<file path="src/rtl/uart_rx_serial.sv">
// Purpose: UART receiver; 16x oversampled, 3-sample mid-bit majority vote, optional parity, stop check.
// Latency: rx fall -> START in 3 clk; STOP decision os_tick -> rx_valid in 1 clk.
// Backpressure: one-word output register; a frame completing while a word is still held is dropped (overrun_err pulse).
//
// Ports:
//   clk, reset       system clock; asynchronous active-high reset
//   os_tick          one-clk pulse at OVERSAMPLE x baud
//   rx               asynchronous serial line, idles high
//   rx_ready         consumer accepts rx_data this cycle
//   rx_data          received word, LSB first on the line
//   rx_valid         rx_data and error flags valid
//   parity_err       parity mismatch for the held word
//   frame_err        stop bit sampled low for the held word
//   overrun_err      one-clk pulse when a completed frame was dropped
//   busy             FSM not IDLE
module uart_rx_serial #(
  parameter int DATA_BITS   = 8,
  parameter int PARITY_MODE = 1,
  parameter int OVERSAMPLE  = 16
) (
  input  logic                 clk,
  input  logic                 reset,
  input  logic                 os_tick,
  input  logic                 rx,
  input  logic                 rx_ready,
  output logic [DATA_BITS-1:0] rx_data,
  output logic                 rx_valid,
  output logic                 parity_err,
  output logic                 frame_err,
  output logic                 overrun_err,
  output logic                 busy
);

  typedef enum logic [2:0] {IDLE, START, DATA, PARITY, STOP} state_t;

  // Mid-bit sample points (7, 8, 9 for 16x) and the bit boundary.
  localparam logic [3:0] TICK_S0   = 4'(OVERSAMPLE / 2 - 1);
  localparam logic [3:0] TICK_S1   = 4'(OVERSAMPLE / 2);
  localparam logic [3:0] TICK_VOTE = 4'(OVERSAMPLE / 2 + 1);
  localparam logic [3:0] TICK_LAST = 4'(OVERSAMPLE - 1);
  localparam logic [2:0] BIT_LAST  = 3'(DATA_BITS - 1);

  // Input synchronizer and edge-detect history; all reset high so reset never looks like a start edge.
  logic sync1_q, rx_s_q, rx_d_q;

  state_t               state_q, state_d;
  logic [3:0]           tick_q, tick_d;
  logic [2:0]           bit_q, bit_d;
  logic [1:0]           samp_q, samp_d;
  logic [DATA_BITS-1:0] shift_q, shift_d;
  logic                 perr_q, perr_d;

  logic [DATA_BITS-1:0] rx_data_q, rx_data_d;
  logic                 rx_valid_q, rx_valid_d;
  logic                 parity_err_q, parity_err_d;
  logic                 frame_err_q, frame_err_d;
  logic                 overrun_q, overrun_d;

  logic [3:0] tick_next;
  logic       at_vote, at_bound, vote, par_exp;
  logic       frame_done, frame_bad;

  always_ff @(posedge clk or posedge reset) begin
    if (reset) begin
      sync1_q <= 1'b1;
      rx_s_q  <= 1'b1;
      rx_d_q  <= 1'b1;
    end else begin
      sync1_q <= rx;
      rx_s_q  <= sync1_q;
      rx_d_q  <= rx_s_q;
    end
  end

  always_comb begin
    state_d      = state_q;
    tick_d       = tick_q;
    bit_d        = bit_q;
    samp_d       = samp_q;
    shift_d      = shift_q;
    perr_d       = perr_q;
    rx_data_d    = rx_data_q;
    rx_valid_d   = rx_valid_q;
    parity_err_d = parity_err_q;
    frame_err_d  = frame_err_q;
    overrun_d    = 1'b0;
    frame_done   = 1'b0;
    frame_bad    = 1'b0;
    par_exp      = 1'b0;

    tick_next = tick_q + 4'd1;
    at_vote   = os_tick && (tick_next == TICK_VOTE);
    at_bound  = os_tick && (tick_q == TICK_LAST);
    // Third sample is the live synchronized value on the voting tick.
    vote      = (samp_q[0] & samp_q[1]) | (samp_q[0] & rx_s_q) | (samp_q[1] & rx_s_q);

    if (state_q != IDLE && os_tick) begin
      tick_d = tick_next;
      if (tick_next == TICK_S0) samp_d[0] = rx_s_q;
      if (tick_next == TICK_S1) samp_d[1] = rx_s_q;
    end

    case (state_q)
      IDLE: begin
        // Falling edge only: a line stuck low cannot retrigger.
        if (rx_d_q && !rx_s_q) begin
          state_d = START;
          tick_d  = 4'd0;
          bit_d   = 3'd0;
          perr_d  = 1'b0;
        end
      end
      START: begin
        if (at_vote && vote) begin
          state_d = IDLE;
        end else if (at_bound) begin
          state_d = DATA;
        end
      end
      DATA: begin
        if (at_vote) begin
          for (int i = 0; i < DATA_BITS; i++) begin
            if (bit_q == 3'(i)) shift_d[i] = vote;
          end
        end
        if (at_bound) begin
          if (bit_q == BIT_LAST) begin
            bit_d   = 3'd0;
            state_d = (PARITY_MODE != 0) ? PARITY : STOP;
          end else begin
            bit_d = bit_q + 3'd1;
          end
        end
      end
      PARITY: begin
        if (at_vote) begin
          if (PARITY_MODE == 1) par_exp = ~^shift_q;
          else                  par_exp = ^shift_q;
          perr_d = (vote != par_exp);
        end
        if (at_bound) state_d = STOP;
      end
      STOP: begin
        // Complete at mid-stop so the next start edge is seen even if the stop bit is short.
        if (at_vote) begin
          frame_done = 1'b1;
          frame_bad  = ~vote;
          state_d    = IDLE;
        end
      end
      default: state_d = IDLE;
    endcase

    if (rx_valid_q && rx_ready) rx_valid_d = 1'b0;

    if (frame_done) begin
      if (!rx_valid_q || rx_ready) begin
        rx_data_d    = shift_q;
        parity_err_d = perr_q;
        frame_err_d  = frame_bad;
        rx_valid_d   = 1'b1;
      end else begin
        overrun_d = 1'b1;
      end
    end
  end

  always_ff @(posedge clk or posedge reset) begin
    if (reset) begin
      state_q      <= IDLE;
      tick_q       <= 4'd0;
      bit_q        <= 3'd0;
      samp_q       <= 2'b11;
      shift_q      <= '0;
      perr_q       <= 1'b0;
      rx_data_q    <= '0;
      rx_valid_q   <= 1'b0;
      parity_err_q <= 1'b0;
      frame_err_q  <= 1'b0;
      overrun_q    <= 1'b0;
    end else begin
      state_q      <= state_d;
      tick_q       <= tick_d;
      bit_q        <= bit_d;
      samp_q       <= samp_d;
      shift_q      <= shift_d;
      perr_q       <= perr_d;
      rx_data_q    <= rx_data_d;
      rx_valid_q   <= rx_valid_d;
      parity_err_q <= parity_err_d;
      frame_err_q  <= frame_err_d;
      overrun_q    <= overrun_d;
    end
  end

  assign rx_data     = rx_data_q;
  assign rx_valid    = rx_valid_q;
  assign parity_err  = parity_err_q;
  assign frame_err   = frame_err_q;
  assign overrun_err = overrun_q;
  assign busy        = (state_q != IDLE);

endmodule

</file>
<file path="config.mk">
export PLATFORM = sky130hd
export DESIGN_NAME = uart_rx_serial
export DESIGN_NICKNAME = d
export VERILOG_FILES = /design/src/rtl/uart_rx_serial.sv
export SDC_FILE = /design/constraint.sdc
export NUM_CORES = 1
export LEC_CHECK = 0
export BUFFER_PORTS_ARGS = -buffer_cell sky130_fd_sc_hd__buf_4
export CORE_MARGIN = 2
export CORE_UTILIZATION = 55
export DETAILED_ROUTE_END_ITERATION = 10
export PLACE_DENSITY = 0.72
export SYNTH_ARGS = -nofsm -noshare
export SYNTH_HDL_FRONTEND = slang
export SYNTH_SLANG_ARGS = --single-unit
</file>
<file path="constraint.sdc">
create_clock -name clk -period 5.49 [get_ports clk]
set_input_delay 1.098 -clock clk [delete_from_list [all_inputs] [get_ports clk]]
set_output_delay 1.098 -clock clk [all_outputs]
set_load 0.02 [all_outputs]
</file>
==> flow_summary.json <==
{
  "result_of_the_run": "completed",
  "cts_tree": "built",
  "final.setup_skew_ns": 0.0155,
  "power.static_leakage_nw": 0.959,
  "final_min_period_over_clock_period_pct": 47.0,
  "hpwl_um": 2340,
  "area.growth.synth_to_final_pct": 12.0,
  "antenna_cells_inserted": 0,
  "cts_setup_buffers": 0,
  "max-clock-path-buffers": 2,
  "timing_hold_violations_final": 0,
  "setup.worst_path.end_class": "output port",
  "slew_headroom_pct": 51.8,
  "mappedNetlistNets": 175,
  "synth.yosys.seq_area_share_pct": 49.0,
  "port_buffers": 17,
  "worst_setup_hold_path_clk_slew_ns": 0.11,
  "hold_slack_ns": 0.362,
  "die-area_um2": 3850,
  "setup_viol": 0,
  "worstMarginPinSlew_ns": 0.719,
  "drt.antenna.violating_nets": 0,
  "ratio_of_cells_with_drive_above_1_in_the_final_layout_pct": 30.9,
  "ys_top_cells_by_area": "dfrtp_1 (42%), mux2_2 (12%), dfstp_2 (7.1%), ha_1 (6.8%), xnor2_1 (3.8%)",
  "avg_vias_per_cell": 5.45,
  "grt_use_total_pct": 19.5,
  "avgSynthCellArea_um2": 11.6,
  "hold_path_class": "reg -> reg",
  "number_of_global_route_vias_before_repair": 1142,
  "detailroute.via_count": 1237,
  "grt.overflow.total": 0,
  "wl_per_cell_um": 14.4,
  "grt_antenna_before_repair": 0,
  "drt_first_pass_iters": 5,
  "ctsHtreeMaxLevel": 2,
  "cts_resized": 0,
  "rows": 21,
  "fmax_mhz": 388,
  "gp_congestion": 0.794,
  "rsz0062_at_grt": "false",
  "synth_seq_cells": 36,
  "ys_async_sr_fraction_pct": 100,
  "drt_wl_total_um": 3270,
  "synthesis_warnings": 0,
  "synth.top_cells.by_count": "dfrtp_1 (31), mux2_2 (19), nand2_1 (14)",
  "wp_data_arrival_ns": 1.48,
  "netlist.top_cell.by_area": "dfrtp_1",
  "total_standard_cell_area_after_synthesis_um2": 1850,
  "synth_most_common_cell": "dfrtp_1",
  "tritoncts.num_buffers": 5,
  "synth_enable_flop_cells": 0,
  "peakVddDrop_v": 0.000189,
  "nets": 195,
  "dp_cells": 219,
  "finalNonFillerCells": 227,
  "slew_viol_final": 0,
  "max_capacitance_violation_total": 0,
  "finalCriticalPeriod_ns": 2.58,
  "dieWidth_um": 62.0,
  "tritoncts_num_sinks": 36,
  "setup_tns_ns": 0,
  "grt_first_pass_wirelength_um": 5310,
  "worst_setup_path_start_kind": "register",
  "io-pin-count": 18,
  "cts_hold_buffers": 0,
  "critical_path.max_fanout": 6,
  "drt_iter0_drc": 113,
  "clk-insertion-delay-late_ns": 0.35,
  "data_required_time_of_the_worst_path_ns": 4.39,
  "synth_cell_types": 34,
  "count_of_mapped_cells_out_of_synthesis": 160,
  "start_util_pct": 56.4,
  "maximum_number_of_pins_on_one_net_before_global_route_repair": 37,
  "clock-root-buffer": "clkbuf_4",
  "core_area_um2": 3280,
  "power_density_nw_per_um2": 319,
  "synth_flop_cell": "dfrtp_1",
  "remaining_drc_errors": 0,
  "synth_top_area_share_pct": 41.9,
  "setup.worst_path.class": "reg -> out",
  "vertical_die_dimension_um": 62.0
}
==> cells in the final DEF (no fill, tap or decap), drive strengths merged <==
cell type	Yosys	final
a2111oi	1	1
a21boi	1	1
a21oi	2	2
a32o	1	1
and2	2	2
and3	2	2
and3b	1	1
and4	1	1
buf	2	18
clkbuf	3	7
clkinvlp	0	1
dfrtp	31	31
dfstp	5	5
ha	10	10
inv	9	9
maj3	1	1
mux2	19	19
mux2i	2	2
nand2	14	14
nand2b	4	4
nand3	7	7
nand4	1	1
nor2	12	12
nor3b	1	1
nor4	1	1
nor4b	4	4
o211ai	1	1
o21ai	4	4
o22ai	2	2
o31ai	3	3
or3	3	3
xnor2	8	8
xor2	2	2
==> worst max-delay path, cell delays in order (launching register included) <==
cell     delay, ns
dfrtp_1       0.47
or3_1         0.48
buf_4         0.19
==> state kept, by name (all words and copies together) (netlist names) <==
signal,count
rx_data,8
bit_q,3
sync1_q,1
state_q,3
rx_s_q,1
shift_q,8
overrun_err,1
perr_q,1
samp_q,2
tick_q,4
rx_d_q,1
parity_err,1
frame_err,1
rx_valid,1
==> cell families (layout without fill, tap and decap cells) <==
kind of cell,Yosys count,after routing,share of synthesized area [%]
AO/OA/AOI/OAI,15,15,6.82
XOR/XNOR,10,10,4.73
AND/OR/NAND/NOR,53,53,15.9
adder cells (fa/ha/maj),11,11,7.30
buffers and inverters,14,35,3.65
flip-flops,36,36,49.0
multiplexers,21,21,12.6
==> metal layers <==
layer | part of all wire, % | global-route usage, %
met5 | 0 | 0
met4 | 1.5 | 7.60
met3 | 6.0 | 7.25
met2 | 47 | 28.9
met1 | 45 | 25.9
==> cell type report <==
type / count / area [um2]
clock buffer: 7 / 55.1
tap: 46 / 57.6
clock inverter: 1 / 7.51
inverter: 9 / 33.8
multi-input combinational: 110 / 877
fill: 271 / 1210
timing repair buffer: 18 / 135
sequential: 36 / 907
==> power breakdown <==
group	leakage, nW	switching [mW]	internal [mW]
Sequential	0.469	0.0437	0.298
Combinational	0.458	0.0983	0.0663
Clock	0.0315	0.0918	0.0627
==> final timing paths <==
kind | start | end | slack, ns | depth (start not counted)
worst min register to register | sync1_q | rx_s_q | 0.36 | 0
worst max-delay path | state_q[0] | busy | 2.91 | 2
max in group asynchronous | reset | samp_q[1] | 4.29 | 3
worst max register to register | tick_q[0] | parity_err | 3.06 | 6
min in group asynchronous | reset | frame_err | 0.83 | 3
worst min-delay path | sync1_q | rx_s_q | 0.36 | 0
==> through the flow <==
stage	setup WS, ns	instance area, um2	power (mW)	utilization (%)
6_report	2.91	2070	0.661	63.1
5_1_grt	2.85	2070	0.710	63.1
4_1_cts	2.91	2070	0.663	63.1
3_5_place_dp	2.76	2010	0.512	61.2
3_3_place_gp	2.84	2010	0.502	61.2
2_1_floorplan	3.18	1850	0.476	-
No activity file was read; power rests on OpenSTA's default activity.
